`config.mk`:
```
export PLATFORM = sky130hd
export DESIGN_NAME = rat_io_ctrl
export DESIGN_NICKNAME = d
export VERILOG_FILES = /design/src/rtl/rat_io_ctrl.sv
export SDC_FILE = /design/constraint.sdc
export NUM_CORES = 1
export LEC_CHECK = 0
export ABC_AREA = 1
export CAP_MARGIN = 20
export CORE_UTILIZATION = 25
export CTS_BUF_LIST = sky130_fd_sc_hd__clkbuf_8
export CTS_CLUSTER_SIZE = 16
export DETAILED_ROUTE_END_ITERATION = 10
export HOLD_SLACK_MARGIN = 0.02
export SKIP_CTS_REPAIR_TIMING = 1
export SYNTH_ARGS = -nofsm -noshare
export SYNTH_HDL_FRONTEND = slang
export SYNTH_SLANG_ARGS = --single-unit
```
`constraint.sdc`:
```
create_clock -name CLK -period 1.2 [get_ports CLK]
set_input_delay 0.12 -clock CLK [delete_from_list [all_inputs] [get_ports CLK]]
set_output_delay 0.12 -clock CLK [all_outputs]
set_load 0.01 [all_outputs]
```
`src/rtl/rat_io_ctrl.sv`:
```
`default_nettype none
// ============================================================================
// Module      : rat_io_ctrl
// Description : Port-mapped I/O controller between the RAT CPU bus and the
//               board I/O. Provides NUM_OUT writable 8-bit output registers,
//               NUM_IN readable 8-bit input channels, per-input rising-edge
//               event capture into a pending register, a mask register and
//               a registered level interrupt.
// Ports       :
//   CLK        in   1          system clock, rising edge
//   RESET      in   1          synchronous active-high reset
//   PORT_ID    in   8          CPU port address
//   OUT_PORT   in   8          CPU write data
//   IO_STRB    in   1          CPU write strobe (write on every edge it is high)
//   IN_PORT    out  8          CPU read data, combinational from PORT_ID
//   in_data    in   NUM_IN*8   input channel data, channel i = [8i+7:8i]
//   in_event   in   NUM_IN     event lines, synchronous to CLK
//   out_data   out  NUM_OUT*8  output registers, register i = [8i+7:8i]
//   INTERRUPT  out  1          registered |(pending & mask)
// Revision    : 1.0  initial release
// ============================================================================
module rat_io_ctrl #(
  parameter logic [7:0] OUT_BASE    = 8'h40,
  parameter int         NUM_OUT     = 6,
  parameter logic [7:0] IN_BASE     = 8'h10,
  parameter int         NUM_IN      = 4,
  parameter logic [7:0] IRQ_STAT_ID = 8'h20,
  parameter logic [7:0] IRQ_MASK_ID = 8'h21
) (
  input  logic                   CLK,
  input  logic                   RESET,
  input  logic [7:0]             PORT_ID,
  input  logic [7:0]             OUT_PORT,
  input  logic                   IO_STRB,
  output logic [7:0]             IN_PORT,
  input  logic [NUM_IN*8-1:0]    in_data,
  input  logic [NUM_IN-1:0]      in_event,
  output logic [NUM_OUT*8-1:0]   out_data,
  output logic                   INTERRUPT
);

  // Range ends are computed in 9 bits so a block near 8'hFF never wraps.
  localparam logic [8:0] OUT_END = {1'b0, OUT_BASE} + 9'(NUM_OUT);
  localparam logic [8:0] IN_END  = {1'b0, IN_BASE}  + 9'(NUM_IN);

  // --------------------------------------------------------------------------
  // State
  // --------------------------------------------------------------------------
  logic [NUM_OUT*8-1:0] out_q,     out_d;
  logic [NUM_IN-1:0]    pending_q, pending_d;
  logic [NUM_IN-1:0]    mask_q,    mask_d;
  logic [NUM_IN-1:0]    prev_q,    prev_d;
  logic                 irq_q,     irq_d;

  // --------------------------------------------------------------------------
  // Address decode
  // --------------------------------------------------------------------------
  logic       hit_stat;
  logic       hit_mask;
  logic       in_out_rng;
  logic       in_in_rng;
  logic       sel_out;
  logic       sel_in;
  logic [7:0] out_idx;
  logic [7:0] in_idx;

  assign hit_stat   = (PORT_ID == IRQ_STAT_ID);
  assign hit_mask   = (PORT_ID == IRQ_MASK_ID);
  assign in_out_rng = (PORT_ID >= OUT_BASE) && ({1'b0, PORT_ID} < OUT_END);
  assign in_in_rng  = (PORT_ID >= IN_BASE)  && ({1'b0, PORT_ID} < IN_END);

  // Priority: status > mask > output range > input range.
  assign sel_out = in_out_rng && !hit_stat && !hit_mask;
  assign sel_in  = in_in_rng  && !hit_stat && !hit_mask && !in_out_rng;

  assign out_idx = PORT_ID - OUT_BASE;
  assign in_idx  = PORT_ID - IN_BASE;

  // --------------------------------------------------------------------------
  // Read mux
  // --------------------------------------------------------------------------
  logic [7:0] rd_data;

  always_comb begin
    rd_data = 8'h00;
    if (hit_stat) begin
      rd_data[NUM_IN-1:0] = pending_q;
    end else if (hit_mask) begin
      rd_data[NUM_IN-1:0] = mask_q;
    end else if (sel_out) begin
      for (int i = 0; i < NUM_OUT; i++) begin
        if (out_idx == 8'(i)) rd_data = out_q[8*i +: 8];
      end
    end else if (sel_in) begin
      for (int i = 0; i < NUM_IN; i++) begin
        if (in_idx == 8'(i)) rd_data = in_data[8*i +: 8];
      end
    end
  end

  assign IN_PORT = rd_data;

  // --------------------------------------------------------------------------
  // Next-state logic
  // --------------------------------------------------------------------------
  logic [NUM_IN-1:0] rise;
  logic [NUM_IN-1:0] clr;

  assign rise = in_event & ~prev_q;
  assign clr  = (IO_STRB && hit_stat) ? OUT_PORT[NUM_IN-1:0] : '0;

  always_comb begin
    out_d = out_q;
    for (int i = 0; i < NUM_OUT; i++) begin
      if (IO_STRB && sel_out && (out_idx == 8'(i))) out_d[8*i +: 8] = OUT_PORT;
    end

    mask_d = mask_q;
    if (IO_STRB && hit_mask && !hit_stat) mask_d = OUT_PORT[NUM_IN-1:0];

    // Set is applied after clear so a same-cycle edge is never lost.
    pending_d = (pending_q & ~clr) | rise;

    prev_d = in_event;

    // Uses the registered pending/mask, giving one cycle from either change.
    irq_d = |(pending_q & mask_q);
  end

  // --------------------------------------------------------------------------
  // Registers
  // --------------------------------------------------------------------------
  always_ff @(posedge CLK) begin
    if (RESET) begin
      out_q     <= '0;
      pending_q <= '0;
      mask_q    <= '0;
      prev_q    <= '0;
      irq_q     <= 1'b0;
    end else begin
      out_q     <= out_d;
      pending_q <= pending_d;
      mask_q    <= mask_d;
      prev_q    <= prev_d;
      irq_q     <= irq_d;
    end
  end

  assign out_data  = out_q;
  assign INTERRUPT = irq_q;

endmodule
`default_nettype wire

```
; Yosys cells after proc, flatten, opt, wreduce, memory -nomap -nowiden
; Index checks and enable logic that the tools add are counted.
; W data, S select, Z words.
[op_classes]
add_sub_neg = 2
order_cmp = 4
eq_ne = 10
n_mux = 17
n_bitwise = 6
n_reduce_logical = 23
[ops]
columns = operator, count
row1 = $mux W8, 12
row2 = $eq A8 B2 Y1 const B, 4
row3 = $mux W4, 5
row4 = $logic_and A1 B1 Y1, 17
row5 = $eq A8 B1 Y1 const B, 2
row6 = $eq A8 B3 Y1 const B, 2
row7 = $eq A8 B6 Y1 const B, 2
row8 = $logic_not A8 Y1, 2
row9 = $and A4 B4 Y4, 3
row10 = $ge A8 B5 Y1 const B, 1
row11 = $ge A8 B7 Y1 const B, 1
row12 = $lt A8 B5 Y1 const B, 1
row13 = $lt A8 B7 Y1 const B, 1
row14 = $not A4 Y4, 2
row15 = $sub A8 B5 Y8 const B, 1
row16 = $sub A8 B7 Y8 const B, 1
row17 = $or A4 B4 Y4, 1
row18 = $reduce_or A4 Y1, 1
row19 = $logic_not A1 Y1, 3
[word_totals]
regBits = 61
in_bits = 55
output_inout_bits = 57

; Logic depth before layout (Yosys ltp)
[logic_depth]
ltp_word = 11
ltp_mapped = 11
mapped_depth_nobuf = 11

; Worst setup path before layout
; Ideal clock, no wire load.
[synth_path]
kind = input port to flip-flop
start = input PORT_ID[0]
end = register mask_q[0]
setup_ns = 0.123
t_arrival_ns = 1.176
required_ns = 1.077
setup_slack_ns = -0.100
path_stages = 8
n_path_buf = 1
cell_sequence = buf_4 inv_2 nor2_4 nand2_1 nor2_2 nand3_1 o21ai_0 a21oi_1
[synth_via]
elab_chain_len = 3
elab_cells_between_ends = 5
classes_between = eq/ne (2) / reduce/logical (3)
[synth_lines]
columns = element, line
row1 = from (decl), 32  ; input logic [7:0] PORT_ID,
row2 = "$eq A8 B6 Y1, on equally long branches", "68, 67"
row3 = $logic_and A1 B1 Y1 / $logic_not A1 Y1 (equally long branches), 119  ; if (IO_STRB && hit_mask && !hit_stat) mask_d = OUT_PORT[NUM_IN-1:0];
row4 = $logic_and A1 B1 Y1 *, 119
row5 = to (signal assigned), 143  ; mask_q <= mask_d;
row6 = to (decl), 51  ; logic [NUM_IN-1:0] mask_q, mask_d;
; Mark *: on every way between the ends. The rest lies on a longest branch, timed or not.
; A chain may end at the register's enable or synchronous reset.

; Worst setup path in the final report
[layout_path]
start = input PORT_ID[2]
end = register out_q[12], in the netlist out_data[12]
[layout_via]
elab_chain_len = 6
elab_cells_between_ends = 13
classes_between = add/sub (1) / order compare (2) / eq/ne (3) / reduce/logical (7)
[layout_lines]
columns = element, line
row1 = "parallel branches: the longest is 5 deep, another holds $sub A8 B7 Y8", n/a
row2 = $logic_and A1 B1 Y1 *, 115  ; if (IO_STRB && sel_out && (out_idx == 8'(i))) out_d[8*i +: 8] = OUT_PORT;
row3 = to (signal assigned), 141  ; out_q <= out_d;
row4 = to (decl), 49  ; logic [NUM_OUT*8-1:0] out_q, out_d;
; Mark *: on every way between the ends.

==> metrics.md <==
| Metric | Value |
|---|---|
| EDFF count, synth | `0` |
| Initial drt markers | `287` |
| Routed WL | `13,300 µm` |
| Area post-placement | `5170 µm²` |
| Synthesized cell area | `3090 µm²` |
| Violated checks | `setup timing` |
| Gr usage total | `18.5%` |
| Number of diodes | `0` |
| Final ANT Viol Nets | `0` |
| Worst IR Drop VDD | `0.000512 V` |
| Layout cells sized above 1 | `43.6%` |
| GRT Residual Overflow | `0` |
| Post-Syn Area per Cell | `6.97 µm²` |
| Seq cells post-synth | `61` |
| Clk root buf | `clkbuf_8` |
| Non-filler cells, final | `838` |
| DRT Pass-1 Iters | `5` |
| DP Cell Count | `790` |
| Cell Rows | `40` |
| Clock Tree Buf Depth | `2` |
| Commonest non-fill, non-tap cell in the layout | `buf_4` |
| Fin crit share | `136%` |
| Number of global-route vias before repair | `3,660` |
| Endpoints failing setup | `56` |
| PD cells | `740 nW/µm²` |
| Unrepaired setup endpoints after global routing | `true` |
| Core area | `12,000 µm²` |
| Pleak | `3.61 nW` |
| Die Wd | `113 µm` |
| Final min period | `1.63 ns` |
| Die area | `12,800 µm²` |
| Nets | `743` |
| Worst skew pair latency | `0.33 ns` |
| Setup crit start kind | `primary input` |
| Final hold vios | `0` |
| CP endpoint kind | `register` |
| H-tree depth | `3` |
| Commonest non-fill, non-tap cells in the layout | `buf_4 (109), nand2_1 (72), dfxtp_1 (54)` |
| Drt drc | `0` |
| Crit-path max FO | `8` |
| Port buffer count | `111` |
| Post-synthesis net count | `498` |
| Gpl congestion | `0.848` |
| Ys Warns | `0` |
| Slew HR | `77.5%` |
| Crit path DAT | `1.84 ns` |
| Via density | `4.86` |
| Max Clock Skew | `0.00375 ns` |
| CTS sink count | `61` |
| Post-layout instance area | `6270 µm²` |
| Commonest register cell after synthesis | `dfxtp_1` |
| Global-route wire length before repair | `18,200 µm` |
| Initial Utilization | `25.7%` |
| Setup WS post-layout | `-0.429 ns` |
| Fmax | `0.614 GHz` |
| Post-synthesis sequential area ratio | `39.6%` |
| CTS tree | `done` |
| WP data required | `1.41 ns` |
| # Max-Cap Violations | `0` |
| Status | `finished, violations left` |
| DR WL/cell | `15.9 µm` |
| Final HPWL DP | `9000 µm` |
| Via count | `4,072` |
| Place WS | `-1.28 ns` |
| Area Growth Syn to Fin | `103%` |
| Largest net degree at the start of global routing | `45` |
| Critical path type | `in2reg` |
| Transition time at the pin with the least slew margin | `0.337 ns` |
| HP Class | `in2reg` |
| Hold slack final | `0.341 ns` |
| Number of CTS-inserted buffers | `9` |
| Initial antenna violation count | `0` |
| Vert. Die Dim | `113 µm` |
| Max Slew Vio Count | `0` |
| Clock slew at reported path FFs | `0.07 ns` |
| Synthesized instance count | `443` |
| Library cells used by synthesis | `27` |
| Io pins | `112` |
| Async set-reset flop share out of synthesis | `0%` |
per-stage QoR:
step | utilization (%) | power (mW) | TNS [ns]
finish | 52.2 | 4.64 | -17.25
detailed placement | 43.1 | 2.61 | -58.73
floorplan | - | 2.26 | -0.0972
global placement | 43.1 | 2.61 | -56.26
global route | 52.2 | 4.78 | -21.10
CTS | 44.7 | 4.52 | -51.36
flip-flops by register name, indices dropped and copies added, names as in the netlist:
signal / flops
prev_q: 4
pending_q: 4
INTERRUPT: 1
out_data: 48
mask_q: 4
logic make-up (layout without fill, tap and decap cells):
kind of cell	count (synthesis)	in the layout	synth area share, %
DFF	61	61	39.6
and+or+nand+nor	174	177	27.2
buffers and inverters	69	314	9.16
AOI/OAI and AO/OA	139	139	24.1
routing by layer:
| layer | part of all wire, % | GRT usage (%) | vias up |
|---|---|---|---|
| li1 | - | - | 1992 |
| met1 | 43 | 23.7 | 1892 |
| met2 | 48 | 31.2 | 166 |
| met3 | 6.8 | 3.80 | 22 |
| met4 | 2.3 | 5.79 | 0 |
| met5 | 0 | 0 | - |
critical path, cell delays in order:
cell and delay [ns]:
buf_4 0.14, inv_4 0.09, buf_4 0.11, o21ai_1 0.08, nor2_4 0.25, buf_6 0.14
buf_6 0.08, buf_6 0.11, nand2_8 0.08, nor3_4 0.28, buf_6 0.15, clkbuf_16 0.15
a21oi_2 0.05
synth_stat cells (2+ instances only):
library cell	instances	area, µm²
nand2_1	84	315
dfxtp_1	61	1220
a21oi_1	59	295
inv_1	49	184
o21ai_0	48	240
nand3_1	30	150
nor2_1	28	105
o21ai_1	10	50.1
a211oi_1	8	60.1
nor2_4	8	90.1
clkbuf_1	7	26.3
nand4_1	7	43.8
o211ai_1	7	52.6
buf_4	6	45.0
nor2_2	6	37.5
o22ai_1	6	37.5
inv_2	5	18.8
or2_2	3	18.8
nand2_4	2	22.5
nand3_2	2	20.0
final timing paths:
path	from	end	slack, ns	cells after the start
min reg2reg	prev_q[3]$_SDFF_PP0_	pending_q[3]$_SDFF_PP0_	0.43	1
min	in_event[2]	prev_q[2]$_SDFF_PP0_	0.34	3
max	PORT_ID[2]	out_data[12]$_SDFFE_PP0P_	-0.43	13
max reg2reg	mask_q[0]$_SDFFE_PP0P_	INTERRUPT$_SDFF_PP0_	0.39	3
layout make-up:
type / instances / area, µm²
inverter: 54 / 218
tap: 147 / 184
clock inverter: 5 / 77.6
clock buffer: 9 / 124
fill: 1098 / 5740
sequential: 61 / 1230
timing repair buffer: 246 / 2390
multi-input combinational: 316 / 2050
power by group:
group          total, mW  leakage [nW]  switching (mW)  internal (mW)
sequential          2.05         0.497         0.00909           2.04
combinational      0.642          3.01           0.311          0.331
clock               1.95         0.101           0.809           1.14
total               4.64          3.61            1.13           3.51
(Power assumes the default switching activity.)
